==> config.mk <==
export PLATFORM = sky130hd
export DESIGN_NAME = spi_master_flat
export DESIGN_NICKNAME = d
export VERILOG_FILES = /design/src/rtl/spi_master_if.sv /design/src/rtl/spi_master.sv /design/src/flat_wrapper.sv
export SDC_FILE = /design/constraint.sdc
export NUM_CORES = 1
export LEC_CHECK = 0
export ABC_AREA = 1
export ABC_CLOCK_PERIOD_IN_PS = 2800
export CORE_MARGIN = 2
export CORE_UTILIZATION = 55
export DETAILED_ROUTE_END_ITERATION = 7
export PLACE_DENSITY = 0.87
export SYNTH_ARGS = -nofsm -noshare
export SYNTH_HDL_FRONTEND = slang
export SYNTH_SLANG_ARGS = --single-unit
export TNS_END_PERCENT = 20
==> constraint.sdc <==
create_clock -name clk -period 2.8 [get_ports clk]
set_input_delay 0.28 -clock clk [delete_from_list [all_inputs] [get_ports clk]]
set_output_delay 0.28 -clock clk [all_outputs]
set_load 0.005 [all_outputs]
==> src/rtl/spi_master_if.sv <==
// spi_master_if -- bundles the control-side handshake and the SPI pins of
// spi_master.
//   start    : frame request from the control logic
//   tx_data  : 16-bit word to send
//   miso     : serial data from the slave
//   sclk     : SPI clock, idle low
//   mosi     : serial data to the slave
//   SS       : active-low slave select
//   busy     : frame in progress
//   done     : one-cycle completion pulse
//   rx_data  : captured MISO word
// modport master : the spi_master side
// modport slave  : the control logic / pin side that drives start, tx_data, miso
interface spi_master_if;
   logic        start;
   logic [15:0] tx_data;
   logic        miso;
   logic        sclk;
   logic        mosi;
   logic        SS;
   logic        busy;
   logic        done;
   logic [15:0] rx_data;

   modport master (
      input  start, tx_data, miso,
      output sclk, mosi, SS, busy, done, rx_data
   );

   modport slave (
      output start, tx_data, miso,
      input  sclk, mosi, SS, busy, done, rx_data
   );
endinterface

==> src/rtl/spi_master.sv <==
// spi_master -- sends one 16-bit word per frame as two SPI mode-0 bytes,
// MSB first, each byte framed by its own SS low window, and captures MISO
// into a 16-bit receive word.
//   clk      : system clock
//   reset    : asynchronous, active-high reset
//   bus      : spi_master_if.master (start/tx_data/miso in,
//              sclk/mosi/SS/busy/done/rx_data out, all outputs registered)
//   HALF_DIV : clk cycles per SCLK half period, legal 4..255
module spi_master #(
   parameter int unsigned HALF_DIV = 8
) (
   input logic           clk,
   input logic           reset,
   spi_master_if.master  bus
);

   typedef enum logic [2:0] {IDLE, LOW, HIGH, GAP, TAIL} state_e;

   localparam logic [7:0] H_LAST = 8'(HALF_DIV - 1);

   state_e      state_q, state_d;
   logic [7:0]  hcnt_q, hcnt_d;
   logic [2:0]  bit_q, bit_d;
   logic        byte_q, byte_d;
   logic [15:0] tx_q, tx_d;
   logic [15:0] rx_q, rx_d;
   logic        miso_s1_q, miso_s2_q;
   logic        sclk_q, sclk_d;
   logic        mosi_q, mosi_d;
   logic        ss_q, ss_d;
   logic        busy_q, busy_d;
   logic        done_q, done_d;
   logic [15:0] rx_data_q, rx_data_d;

   logic half_end;
   assign half_end = (hcnt_q == H_LAST);

   // state register and all datapath flops
   always_ff @(posedge clk or posedge reset) begin
      if (reset) begin
         state_q   <= IDLE;
         hcnt_q    <= '0;
         bit_q     <= '0;
         byte_q    <= 1'b0;
         tx_q      <= '0;
         rx_q      <= '0;
         miso_s1_q <= 1'b0;
         miso_s2_q <= 1'b0;
         sclk_q    <= 1'b0;
         mosi_q    <= 1'b0;
         ss_q      <= 1'b1;
         busy_q    <= 1'b0;
         done_q    <= 1'b0;
         rx_data_q <= '0;
      end else begin
         state_q   <= state_d;
         hcnt_q    <= hcnt_d;
         bit_q     <= bit_d;
         byte_q    <= byte_d;
         tx_q      <= tx_d;
         rx_q      <= rx_d;
         miso_s1_q <= bus.miso;
         miso_s2_q <= miso_s1_q;
         sclk_q    <= sclk_d;
         mosi_q    <= mosi_d;
         ss_q      <= ss_d;
         busy_q    <= busy_d;
         done_q    <= done_d;
         rx_data_q <= rx_data_d;
      end
   end

   // next-state logic
   always_comb begin
      state_d = state_q;
      case (state_q)
         IDLE: if (bus.start) state_d = LOW;
         LOW:  if (half_end) state_d = HIGH;
         HIGH: if (half_end) begin
                  if (bit_q != 3'd7) state_d = LOW;
                  else if (!byte_q)  state_d = GAP;
                  else               state_d = TAIL;
               end
         // GAP/TAIL last two half periods; bit_q[0] marks the second half
         GAP:  if (half_end && bit_q[0]) state_d = LOW;
         TAIL: if (half_end && bit_q[0]) state_d = IDLE;
         default: state_d = IDLE;
      endcase
   end

   // output and datapath logic
   always_comb begin
      hcnt_d    = (state_q == IDLE || half_end) ? 8'd0 : hcnt_q + 8'd1;
      bit_d     = bit_q;
      byte_d    = byte_q;
      tx_d      = tx_q;
      rx_d      = rx_q;
      sclk_d    = sclk_q;
      mosi_d    = mosi_q;
      ss_d      = ss_q;
      busy_d    = busy_q;
      done_d    = 1'b0;
      rx_data_d = rx_data_q;
      case (state_q)
         IDLE: if (bus.start) begin
                  tx_d   = bus.tx_data;
                  ss_d   = 1'b0;
                  mosi_d = bus.tx_data[15];
                  busy_d = 1'b1;
                  byte_d = 1'b0;
                  bit_d  = 3'd0;
               end
         LOW:  if (half_end) sclk_d = 1'b1;
         HIGH: if (half_end) begin
                  sclk_d = 1'b0;
                  rx_d   = {rx_q[14:0], miso_s2_q};
                  tx_d   = {tx_q[14:0], 1'b0};
                  bit_d  = bit_q + 3'd1;   // wraps to 0 after bit 7
                  if (bit_q != 3'd7) begin
                     mosi_d = tx_q[14];    // next bit before the shift lands
                  end else begin
                     ss_d   = 1'b1;
                     mosi_d = 1'b0;
                  end
               end
         GAP:  if (half_end) begin
                  if (bit_q[0]) begin
                     bit_d  = 3'd0;
                     ss_d   = 1'b0;
                     mosi_d = tx_q[15];    // original tx_data[7] after 8 shifts
                     byte_d = 1'b1;
                  end else begin
                     bit_d = 3'd1;
                  end
               end
         TAIL: if (half_end) begin
                  if (bit_q[0]) begin
                     bit_d     = 3'd0;
                     done_d    = 1'b1;
                     busy_d    = 1'b0;
                     rx_data_d = rx_q;
                  end else begin
                     bit_d = 3'd1;
                  end
               end
         default: ;
      endcase
   end

   assign bus.sclk    = sclk_q;
   assign bus.mosi    = mosi_q;
   assign bus.SS      = ss_q;
   assign bus.busy    = busy_q;
   assign bus.done    = done_q;
   assign bus.rx_data = rx_data_q;

endmodule

==> src/flat_wrapper.sv <==
// flat-port wrapper written by rule: the top's interface ports become plain ports
module spi_master_flat 
#(
   parameter int unsigned HALF_DIV = 8
)
  (clk, reset, bus_start, bus_tx_data, bus_miso, bus_sclk, bus_mosi, bus_SS, bus_busy, bus_done, bus_rx_data);
  spi_master_if bus_i ();
  input logic clk;
  input logic reset;
  input wire logic [$bits(bus_i.start)-1:0] bus_start;
  input wire logic [$bits(bus_i.tx_data)-1:0] bus_tx_data;
  input wire logic [$bits(bus_i.miso)-1:0] bus_miso;
  output wire logic [$bits(bus_i.sclk)-1:0] bus_sclk;
  output wire logic [$bits(bus_i.mosi)-1:0] bus_mosi;
  output wire logic [$bits(bus_i.SS)-1:0] bus_SS;
  output wire logic [$bits(bus_i.busy)-1:0] bus_busy;
  output wire logic [$bits(bus_i.done)-1:0] bus_done;
  output wire logic [$bits(bus_i.rx_data)-1:0] bus_rx_data;
  assign bus_i.start = bus_start;
  assign bus_i.tx_data = bus_tx_data;
  assign bus_i.miso = bus_miso;
  assign bus_sclk = bus_i.sclk;
  assign bus_mosi = bus_i.mosi;
  assign bus_SS = bus_i.SS;
  assign bus_busy = bus_i.busy;
  assign bus_done = bus_i.done;
  assign bus_rx_data = bus_i.rx_data;
  spi_master #(.HALF_DIV(HALF_DIV)) u_core (.clk(clk), .reset(reset), .bus(bus_i));
endmodule
# == Yosys cells after proc, flatten, opt, wreduce, memory -nomap -nowiden ==
# Cells that the tools add are included.
# Widths: inputs -> output; s select.
# classes
n_addsub,2
eq_ne,17
mux,40
reduce_logical,20
# ops
cell,count
$mux 16,2
$pmux 16 s2,1
$mux 3,10
$mux 1,19
$ne 2x1->1 const B,9
$pmux 3 s5,1
$reduce_and 4->1,3
$reduce_and 5->1,2
$pmux 3 s3,1
$reduce_and 3->1,3
$add 8x1->8 const B,1
$eq 8x3->1 const B,1
$mux 8,1
$reduce_bool 2->1,4
$eq 3x2->1 const B,2
$pmux 1 s2,3
$pmux 1 s3,2
$reduce_and 6->1,1
$reduce_bool 3->1,2
$ne 2x2->1 const B,2
$add 3x1->3 const B,1
$eq 3x1->1 const B,1
$eq 3x3->1 const B,1
$logic_not 3->1,1
5 further kinds,5
# word_totals
reg_bits,70
input_bits,20
out_inout_bits,21

# == Logic depth before layout (Yosys ltp) ==
# Gate-level depths: netlist of the first run.
# depth
depth_word,4
mapped_depth,10
mapped_depth_nobuf,9

# == Worst setup path before layout of the first run ==
# No wires, ideal clock.
# synth_path
path_type,register to register
startpoint,register u_core.hcnt_q[0]
endpoint,"register u_core.rx_data_q[10], in the netlist u_core.bus.rx_data[10]"
setup_time_ps,117
arrival_time_ps,1317
path_slack_ps,1366
path_stages_with_launch,10
path_buffers,1
period_less_slack_ps,1434
cell_sequence,dfrtp_1 -> ha_1 -> nand3_1 -> nor2_4 -> nand2_2 -> nor2_4 -> inv_2 -> buf_6 -> nand2_1 -> o21ai_2
# synth_via
elab_chain_len,2
# synth_rtl
element,line,source
"start, declared",spi_master.sv:22,"logic [7:0] hcnt_q, hcnt_d;"
"start signal, assigned",spi_master.sv:57,hcnt_q <= hcnt_d;
$eq 8x3->1,spi_master.sv:36,assign half_end = (hcnt_q == H_LAST);
$reduce_and 3->1 (no source line),--,
"end signal, assigned",spi_master.sv:69,rx_data_q <= rx_data_d;
"end, declared",spi_master.sv:33,"logic [15:0] rx_data_q, rx_data_d;"
# Every way passes these cells.
# A chain may end at the register's enable or synchronous reset.

# == Worst setup path after layout of the first run ==
# layout_path
startpoint,register u_core.state_q[2]
endpoint,register u_core.tx_q[9]
# layout_via
elab_chain_len,3
word_cells_on_any_way,7
cone_classes,eq/ne (3); mux (1); reduce/logical (3)
# layout_rtl
element,line,source
"start, declared",spi_master.sv:21,"state_e state_q, state_d;"
"start signal, assigned",spi_master.sv:56,state_q <= state_d;
$eq 3x2->1 or $logic_not 3->1 (tied branches),spi_master.sv:104,case (state_q)
$ne 2x1->1 (no source line) (tied with other cells),--,
$reduce_and 3->1 (no source line),--,
"end signal, assigned",spi_master.sv:60,tx_q <= tx_d;
"end, declared",spi_master.sv:25,"logic [15:0] tx_q, tx_d;"
# Several ways; a longest one is shown, not always the timed one.

==> impl_metrics.py, run 1 <==
metrics = {
    "status": {
        "status": "complete, no violations",
    },
    "placement": {
        "dp_hpwl_um": 4261,
        "portBuffers": 40,
        "gp_congestion": 0.8593,
        "placed_cell_area_um2": 3714,
        "place_inst": 469,
        "pre_cts_slack_ps": 937.6,
    },
    "synth": {
        "avgSynthCellArea_um2": 9.064,
        "synth_nets": 387,
        "ys_ff_latch": 70,
        "ys_seq_area_share_pct": 53.13,
        "yosys_most_used_dff": "dfrtp_1",
        "async_flop_share_pct": 100.0,
        "yosys_warnings": 0,
        "yosysUniqueCellTypes": 31,
        "synth_area_um2": 3299,
        "synth_edf_count": 0,
        "syn_inst": 364,
    },
    "timing": {
        "fmax_mhz": 530.1,
        "timing.final.crit_share_pct": 67.38,
        "final.setup.tns_ps": 0,
        "min_period_ps": 1887,
        "rsz0062_at_grt": "no",
        "setup_viol": 0,
        "slew_violations": 0,
        "skew_ps": 9.370,
        "fin_hold_ws_ps": 334.3,
        "worstMarginPinSlew_ps": 635.6,
        "relSlewSlack_pct": 57.56,
        "hold_violations": 0,
        "setup_slack_ps": 913.4,
    },
    "final_layout": {
        "antenna_cells": 0,
        "nets": 428,
        "mostFrequentLayoutCell": "nand2_1",
        "fill_cells": 479,
        "utilization_pct": 67.45,
        "areaGrowthSynthToFinish_pct": 19.61,
        "stdcell_count": 485,
        "final_area_um2": 3946,
        "mostFrequentLayoutCells": "102 x nand2_1, 69 x dfrtp_1, 40 x clkdlybuf4s50_1, 38 x inv_1, 30 x o21ai_0",
        "drive_gt1_share_pct": 18.05,
    },
    "route": {
        "drc": 0,
        "wl_per_cell_um": 12.46,
        "vias_per_cell": 5.128,
        "dr.pass1.iters": 4,
        "vias": 2487,
        "drt_iter0_drc": 121,
        "wl_um": 6044,
        "drtAntennaViolNets": 0,
    },
    "critical_path": {
        "ff2ff_path_depth": 9,
        "end_kind": "flip-flop",
        "crit_type": "reg -> reg",
        "max_stage_delay_ps": 440,
        "cp_data_arrival_time_ps": 2160,
        "cp_cell_sequence": "inv_2 -> nand2_4 -> inv_2 -> nand2_2 -> nand2_2 -> nand3_4 -> inv_6 -> nand2_1 -> o21ai_2",
        "start_kind": "flip-flop",
        "crit_slowest_cell": "dfrtp_1",
        "cp_max_fo": 34,
        "cp.required_ps": 3070,
    },
    "grt": {
        "grt_pass1_vias": 2277,
        "antenna_found_initial": 0,
        "grt_use_total_pct": 20.61,
        "grt_max_degree": 42,
        "grt_pass1_wl_um": 10310,
        "overflow": 0,
    },
    "cts": {
        "cts-root-buf": "clkbuf_8",
        "post_cts_resized": 0,
        "numCtsBuffers": 9,
        "htreeDepth": 3,
        "path_clk_slew_ps": 80,
        "cts_hold_buf": 0,
        "cts_setup_buffers": 0,
        "cts_sinks": 70,
        "cts_tree": "done",
        "clk_path_buf_depth": 2,
        "clkLatencyLatePin_ps": 340,
    },
    "pwr": {
        "total_power_mw": 3.329,
        "power.leakage_nw": 1.811,
        "vdd_ir_drop_max_mv": 0.7881,
        "powerDensity_nw_per_um2": 843.5,
    },
    "hold_path": {
        "min_path_type": "in -> async",
    },
    "floorplanning": {
        "dieArea_um2": 6634,
        "initial_core_util_pct": 56.39,
        "core_area_um2": 5851,
        "die_h_um": 81.45,
        "num_io_pins": 41,
        "die_w_um": 81.45,
        "rows": 28,
    },
    "job": {
        "cap_violations": 0,
    },
}
[cells in the mapped netlist, types with 3 or more instances]
library cell	number	share of area, %
buf_6	3	1.0
clkbuf_1	3	0.34
dfrtp_1	69	52
ha_1	3	1.1
inv_1	39	4.4
inv_2	5	0.57
nand2_1	102	12
nand2_2	14	2.7
nand3_1	9	1.4
nand4_1	6	1.1
nor2_1	16	1.8
nor2_4	4	1.4
nor3_1	3	0.45
nor3b_1	4	0.91
o21ai_0	30	4.6
o21ai_1	7	1.1
o21ai_2	28	7.4
[state kept, by name, indices dropped and copies added, names as in the netlist]
name / cells
u_core.bus.SS: 1
u_core.miso_s1_q: 1
u_core.hcnt_q: 8
u_core.rx_q: 16
u_core.bus.done: 1
u_core.byte_q: 1
u_core.bit_q: 3
u_core.bus.sclk: 1
u_core.bus.rx_data: 16
u_core.state_q: 3
u_core.miso_s2_q: 1
u_core.bus.mosi: 1
u_core.tx_q: 16
u_core.bus.busy: 1
[per-layer routing]
| metal | track usage, % | share of wire, % | vias to the layer above |
|---|---|---|---|
| li1 | - | - | 1241 |
| met1 | 28.31 | 46 | 1175 |
| met2 | 31.39 | 48 | 56 |
| met3 | 4.286 | 4.1 | 15 |
| met4 | 9.831 | 2.0 | 0 |
| met5 | 0 | 0 | - |
[worst max-delay path, delay by kind of cell (launching register included)]
kind	cells	cell delay, ps
and+or+nand+nor	5	890
DFF	1	440
buffers and inverters	3	420
AOI/OAI and AO/OA	1	80
[final timing paths]
check | startpoint | endpoint | slack [ps]
max in group asynchronous | reset | u_core.rx_q[11]$_DFFE_PP0P_ | 1830
setup reg to reg | u_core.state_q[2]$_DFFE_PP0P_ | u_core.tx_q[9]$_DFFE_PP0P_ | 910
hold / removal | reset | u_core.tx_q[8]$_DFFE_PP0P_ | 330
min in group clk | u_core.miso_s1_q$_DFF_PP0_ | u_core.miso_s2_q$_DFF_PP0_ | 350
setup / recovery | u_core.state_q[2]$_DFFE_PP0P_ | u_core.tx_q[9]$_DFFE_PP0P_ | 910
hold reg to reg | u_core.miso_s1_q$_DFF_PP0_ | u_core.miso_s2_q$_DFF_PP0_ | 350
[cells by family after synthesis]
kind of cell,after synthesis,synth area share [%]
AND/OR/NAND/NOR,162,22.75
adder cells (fa/ha/maj),3,1.138
AO/OA/AOI/OAI,70,14.03
buffers and inverters,57,8.418
XOR/XNOR,2,0.5310
flip-flops,70,53.13
[power breakdown]
group / internal [mW] / switching [mW] / leakage, nW
Sequential: 1.21 / 0.101 / 0.925
Clock: 0.550 / 0.383 / 0.116
Combinational: 0.386 / 0.703 / 0.770
[area by class of cell]
type                            count  area (um^2)  share of cell area [%]
Sequential cell                    70         1753                   44.42
Multi-Input combinational cell    237         1269                   32.15
Timing Repair Buffer               41        420.4                   10.65
Inverter                           46        177.7                   4.502
Clock buffer                       11        151.4                   3.836
Tap cell                           75        93.84                   2.378
Clock inverter                      5        81.33                   2.061
Note: power is estimated with default switching activity, not from simulation.
==> run 2: changes to the inputs <==
- ABC_CLOCK_PERIOD_IN_PS: 2800 -> 1800
- clock period: 2.8 -> 1.8 ns (I/O delays scaled with it)
==> run 2 against run 1 <==
Flip-flop and latch count is the same. Clock power increased by 54%. Die area stayed put. Critical path type unchanged.
==> impl_metrics.py, run 2 (synthesis gave the netlist of run 1 again) <==
metrics = {
    "cts": {
        "clkLatencyLatePin_ps": 350,
        "cts_setup_buffers": 0,
        "post_cts_resized": 1,
        "cts_sinks": 70,
        "clk_path_buf_depth": 2,
        "numCtsBuffers": 9,
        "cts-root-buf": "clkbuf_8",
        "cts_tree": "done",
        "path_clk_slew_ps": 80,
        "cts_hold_buf": 0,
        "htreeDepth": 3,
    },
    "placement": {
        "dp_hpwl_um": 4249,
        "place_inst": 471,
        "gp_congestion": 0.9255,
        "portBuffers": 40,
    },
    "grt": {
        "grt-busiest-layer": "met2",
        "grt_max_degree": 37,
        "grt_pass1_vias": 2423,
        "grt_use_total_pct": 21.20,
        "overflow": 0,
        "gr-usage-met1_pct": 25.51,
        "grt_pass1_wl_um": 10520,
        "met2_usage_pct": 35.90,
        "antenna_found_initial": 0,
        "met3_usage_pct": 5.714,
    },
    "route": {
        "wl_um": 6097,
        "vias": 2489,
        "drc": 0,
        "dr.pass1.iters": 5,
        "vias_per_cell": 5.111,
        "drt_iter0_drc": 134,
        "wl_per_cell_um": 12.52,
        "drtAntennaViolNets": 0,
    },
    "timing": {
        "relSlewSlack_pct": 67.08,
        "worstMarginPinSlew_ps": 492.0,
        "final.setup.tns_ps": 0,
        "fin_hold_ws_ps": 165.3,
        "timing.final.crit_share_pct": 92.24,
        "min_period_ps": 1660,
        "fmax_mhz": 602.3,
        "hold_violations": 0,
        "setup_viol": 0,
        "skew_ps": 13.69,
        "rsz0062_at_grt": "no",
        "slew_violations": 0,
    },
    "final_layout": {
        "stdcell_count": 487,
        "mostFrequentLayoutCell": "nand2_1",
        "areaGrowthSynthToFinish_pct": 20.25,
        "nets": 430,
        "seq_area_um2": 1753,
        "drive_gt1_share_pct": 18.45,
        "mostFrequentLayoutCells": "102 x nand2_1, 69 x dfrtp_1, 40 x clkdlybuf4s50_1, 38 x inv_1, 30 x o21ai_0",
        "fill_cells": 473,
        "antenna_cells": 0,
        "utilization_pct": 67.81,
        "multi_input_area_um2": 1269,
    },
    "critical_path": {
        "ff2ff_path_depth": 9,
        "cp_max_fo": 28,
        "cp.required_ps": 2090,
        "cp_data_arrival_time_ps": 1950,
        "start_kind": "flip-flop",
        "crit_type": "reg -> reg",
        "end_kind": "flip-flop",
    },
    "floorplanning": {
        "die_h_um": 81.45,
        "dieArea_um2": 6634,
        "die_w_um": 81.45,
        "rows": 28,
        "core_area_um2": 5851,
        "initial_core_util_pct": 56.39,
        "num_io_pins": 41,
    },
    "pwr": {
        "p_switching_mw": 1.868,
        "clock_power_share_pct": 27.7,
        "total_power_mw": 5.184,
        "p_sw_share_pct": 36.04,
        "powerDensity_nw_per_um2": 1306,
        "power.leakage_nw": 1.812,
        "p_seq_share_pct": 39.2,
        "vdd_ir_drop_max_mv": 1.069,
        "power_frac_comb_pct": 33.1,
        "cellInternalPower_mw": 3.316,
    },
    "job": {
        "cap_violations": 0,
    },
    "status": {
        "status": "complete, no violations",
    },
    "hold_path": {
        "min_path_type": "in -> async",
    },
}
==> run 2: worst paths after layout <==
path / from / endpoint / slack [ps]
setup / recovery: u_core.hcnt_q[0]$_DFF_PP0_ / u_core.tx_q[9]$_DFFE_PP0P_ / 140
hold / removal: reset / u_core.bus.busy$_DFFE_PP0P_ / 170
setup reg to reg: u_core.hcnt_q[0]$_DFF_PP0_ / u_core.tx_q[9]$_DFFE_PP0P_ / 140
hold reg to reg: u_core.miso_s1_q$_DFF_PP0_ / u_core.miso_s2_q$_DFF_PP0_ / 360
max in group asynchronous: reset / u_core.bus.rx_data[15]$_DFFE_PP0P_ / 1080
min in group clk: bus_miso / u_core.miso_s1_q$_DFF_PP0_ / 280
==> run 2: power by group through the flow <==
stage / Sequential (mW) / Combinational (mW) / Clock, mW
after floorplan: 2.02 / 1.49 / 0
after global placement: 2.05 / 1.64 / 0
after detailed placement: 2.06 / 1.70 / 0
after CTS: 2.03 / 1.72 / 1.46
after global routing: 2.07 / 1.94 / 1.54
final: 2.03 / 1.71 / 1.44
==> run 2: layer usage <==
| metal | share of wire, % | routed length [um] |
|---|---|---|
| met1 | 44 | 2708 |
| met2 | 49 | 2987 |
| met3 | 5.0 | 302 |
| met4 | 1.6 | 99 |
| met5 | 0 | 0 |
==> run 2: critical path: stages (launching register included) <==
cell and delay, ps:
dfrtp_1 380, ha_1 200, nand2_1 120, nor2_1 150, nand2_2 140, nand2_4 120
nand3_4 110, inv_8 200, nand2_1 100, o21ai_2 60
==> run 2: per-stage QoR <==
step,setup slack [ps],area [um^2]
2_1_floorplan,365.5,3303
3_3_place_gp,124.3,3732
5_1_grt,10.80,3968
4_1_cts,93.61,3965
3_5_place_dp,-6.568,3732
6_report,139.7,3968
==> run 2: cell type report <==
type / count / share of cell area, %
sequential: 70 / 44.18
multi-input combinational: 237 / 31.98
timing repair buffer: 43 / 10.97
inverter: 46 / 4.699
clock buffer: 10 / 3.469
tap: 75 / 2.365
clock inverter: 6 / 2.334
==> run 3: changes to the inputs <==
--- a/config.mk
+++ b/config.mk
@@ -10,6 +10,8 @@
 export CORE_MARGIN = 2
 export CORE_UTILIZATION = 55
+export CTS_CLUSTER_SIZE = 14
 export DETAILED_ROUTE_END_ITERATION = 7
 export PLACE_DENSITY = 0.87
+export SKIP_CTS_REPAIR_TIMING = 1
 export SYNTH_ARGS = -nofsm -noshare
 export SYNTH_HDL_FRONTEND = slang
==> constraint.sdc (replaced) <==
create_clock -name clk -period 1.8 [get_ports clk]
set_input_delay 0.18 -clock clk [delete_from_list [all_inputs] [get_ports clk]]
set_output_delay 0.18 -clock clk [all_outputs]
set_load 0.05 [all_outputs]
==> run 3 against run 2 <==
Flip-flop and latch count stayed put. Worst hold slack gained 100 ps. Critical endpoint is now bus_sclk. Global-route usage fell by 0.57 points. Fmax shrank 3.1%. Register-to-register slack better by 30 ps. Sequential share of layout area shrank 0.33 points. Cell count down 0.21%. First-iteration DRC count rose by 22%.
==> impl_metrics.py, run 3 (synthesis gave the netlist of run 1 again) <==
metrics = {
    "cts": {
        "cts-root-buf": "clkbuf_8",
        "path_clk_slew_ps": 70,
        "cts_tree": "done",
        "clkLatencyLatePin_ps": 340,
        "htreeDepth": 3,
        "clk_path_buf_depth": 2,
        "cts_sinks": 70,
        "numCtsBuffers": 9,
    },
    "placement": {
        "portBuffers": 40,
        "gp_congestion": 0.9382,
        "dp_hpwl_um": 3989,
        "placed_cell_area_um2": 3722,
        "pre_cts_slack_ps": 44.91,
    },
    "final_layout": {
        "mostFrequentLayoutCell": "nand2_1",
        "nets": 429,
        "antenna_cells": 0,
        "utilization_pct": 68.33,
        "drive_gt1_share_pct": 18.49,
        "final_area_um2": 3998,
        "fill_cells": 442,
        "mostFrequentLayoutCells": "102 x nand2_1, 69 x dfrtp_1, 39 x clkdlybuf4s50_1, 38 x inv_1, 30 x o21ai_0",
        "areaGrowthSynthToFinish_pct": 21.16,
    },
    "route": {
        "wl_um": 6043,
        "dr.pass1.iters": 4,
        "drt_iter0_drc": 163,
        "drtAntennaViolNets": 0,
        "drc": 0,
        "vias_per_cell": 5.068,
        "wl_per_cell_um": 12.43,
        "vias": 2463,
    },
    "timing": {
        "timing.final.crit_share_pct": 95.16,
        "worstMarginPinSlew_ps": 504.9,
        "hold_violations": 0,
        "setup_viol": 0,
        "slew_violations": 0,
        "min_period_ps": 1713,
        "fmax_mhz": 583.8,
        "skew_ps": 8.276,
        "rsz0062_at_grt": "no",
        "relSlewSlack_pct": 66.24,
        "final.setup.tns_ps": 0,
        "setup_slack_ps": 87.05,
    },
    "critical_path": {
        "path_delay_family": "buffers and inverters",
        "cp-startpoint": "u_core.bus.sclk$_DFFE_PP0P_",
        "worstReg2RegStart": "u_core.hcnt_q[0]$_DFF_PP0_",
        "cp_data_arrival_time_ps": 1530,
        "ff2ff_path_depth": 9,
        "path_buf_inv": 1,
        "crit_slowest_cell": "clkdlybuf4s50_1",
        "start_kind": "flip-flop",
        "cp.required_ps": 1620,
        "crit_type": "reg -> out",
        "r2r_slack_ps": 170,
        "end_kind": "output port",
        "cp_cell_sequence": "clkdlybuf4s50_1",
        "r2r_end": "u_core.tx_q[12]$_DFFE_PP0P_",
        "max_stage_delay_ps": 810,
        "cp_max_fo": 2,
    },
    "grt": {
        "overflow": 0,
        "grt_max_degree": 71,
        "grt_pass1_vias": 2323,
        "grt_use_total_pct": 20.62,
        "antenna_found_initial": 0,
        "grt_pass1_wl_um": 10320,
    },
    "floorplanning": {
        "rows": 28,
        "die_w_um": 81.45,
        "core_area_um2": 5851,
        "initial_core_util_pct": 56.39,
        "num_io_pins": 41,
        "dieArea_um2": 6634,
        "die_h_um": 81.45,
    },
    "job": {
        "cap_violations": 0,
    },
    "pwr": {
        "power.leakage_nw": 1.833,
        "powerDensity_nw_per_um2": 1383,
        "vdd_ir_drop_max_mv": 1.298,
    },
    "status": {
        "status": "complete, no violations",
    },
    "hold_path": {
        "min_path_type": "in -> async",
    },
}
[run 3: how the worst max path moves through the flow]
stage | end | slack [ps] | cells after the start
finish | bus_sclk | 90 | 1
global route | u_core.rx_q[11]$_DFFE_PP0P_ | 4 | 6
CTS | u_core.bus.rx_data[8]$_DFFE_PP0P_ | 20 | 8
detailed placement | u_core.bus.rx_data[4]$_DFFE_PP0P_ | 40 | 8
global placement | u_core.bus.rx_data[0]$_DFFE_PP0P_ | 120 | 8
floorplan | u_core.bus.rx_data[10]$_DFFE_PP0P_ | 350 | 9
[run 3: where the power goes]
part | switching, mW | internal, mW | total (mW) | leakage (nW)
Combinational | 1.21 | 0.612 | 1.82 | 0.775
Clock | 0.575 | 1.10 | 1.67 | 0.132
Sequential | 0.160 | 1.88 | 2.04 | 0.925
[run 3: cell type report]
class                      count  area [um^2]  area share (%)
clock buffer                  10        137.6           3.443
clock inverter                 6        132.6           3.318
inverter                      46        186.4           4.664
multi-input combinational    237         1269           31.74
sequential                    70         1753           43.85
tap                           75        93.84           2.347
timing repair buffer          42        425.4           10.64
[run 3: through the flow]
step	cells	hold slack, ps	total power, mW
floorplan	364	211.4	3.599
global placement	470	332.0	3.779
detailed placement	470	341.3	3.853
CTS	486	282.6	5.555
global route	486	303.1	5.890
finish	486	269.0	5.530
[run 3: routing by layer]
metal  vias to the layer above  wire length [um]  part of all wire (%)  global-route usage [%]
li1                       1242                 -                     -                       -
met1                      1143              2713                    45                   25.95
met2                        69              2970                    49                   34.18
met3                         9               309                   5.1                   5.714
met4                         0                49                  0.81                   7.458
met5                         -                 0                     0                       0
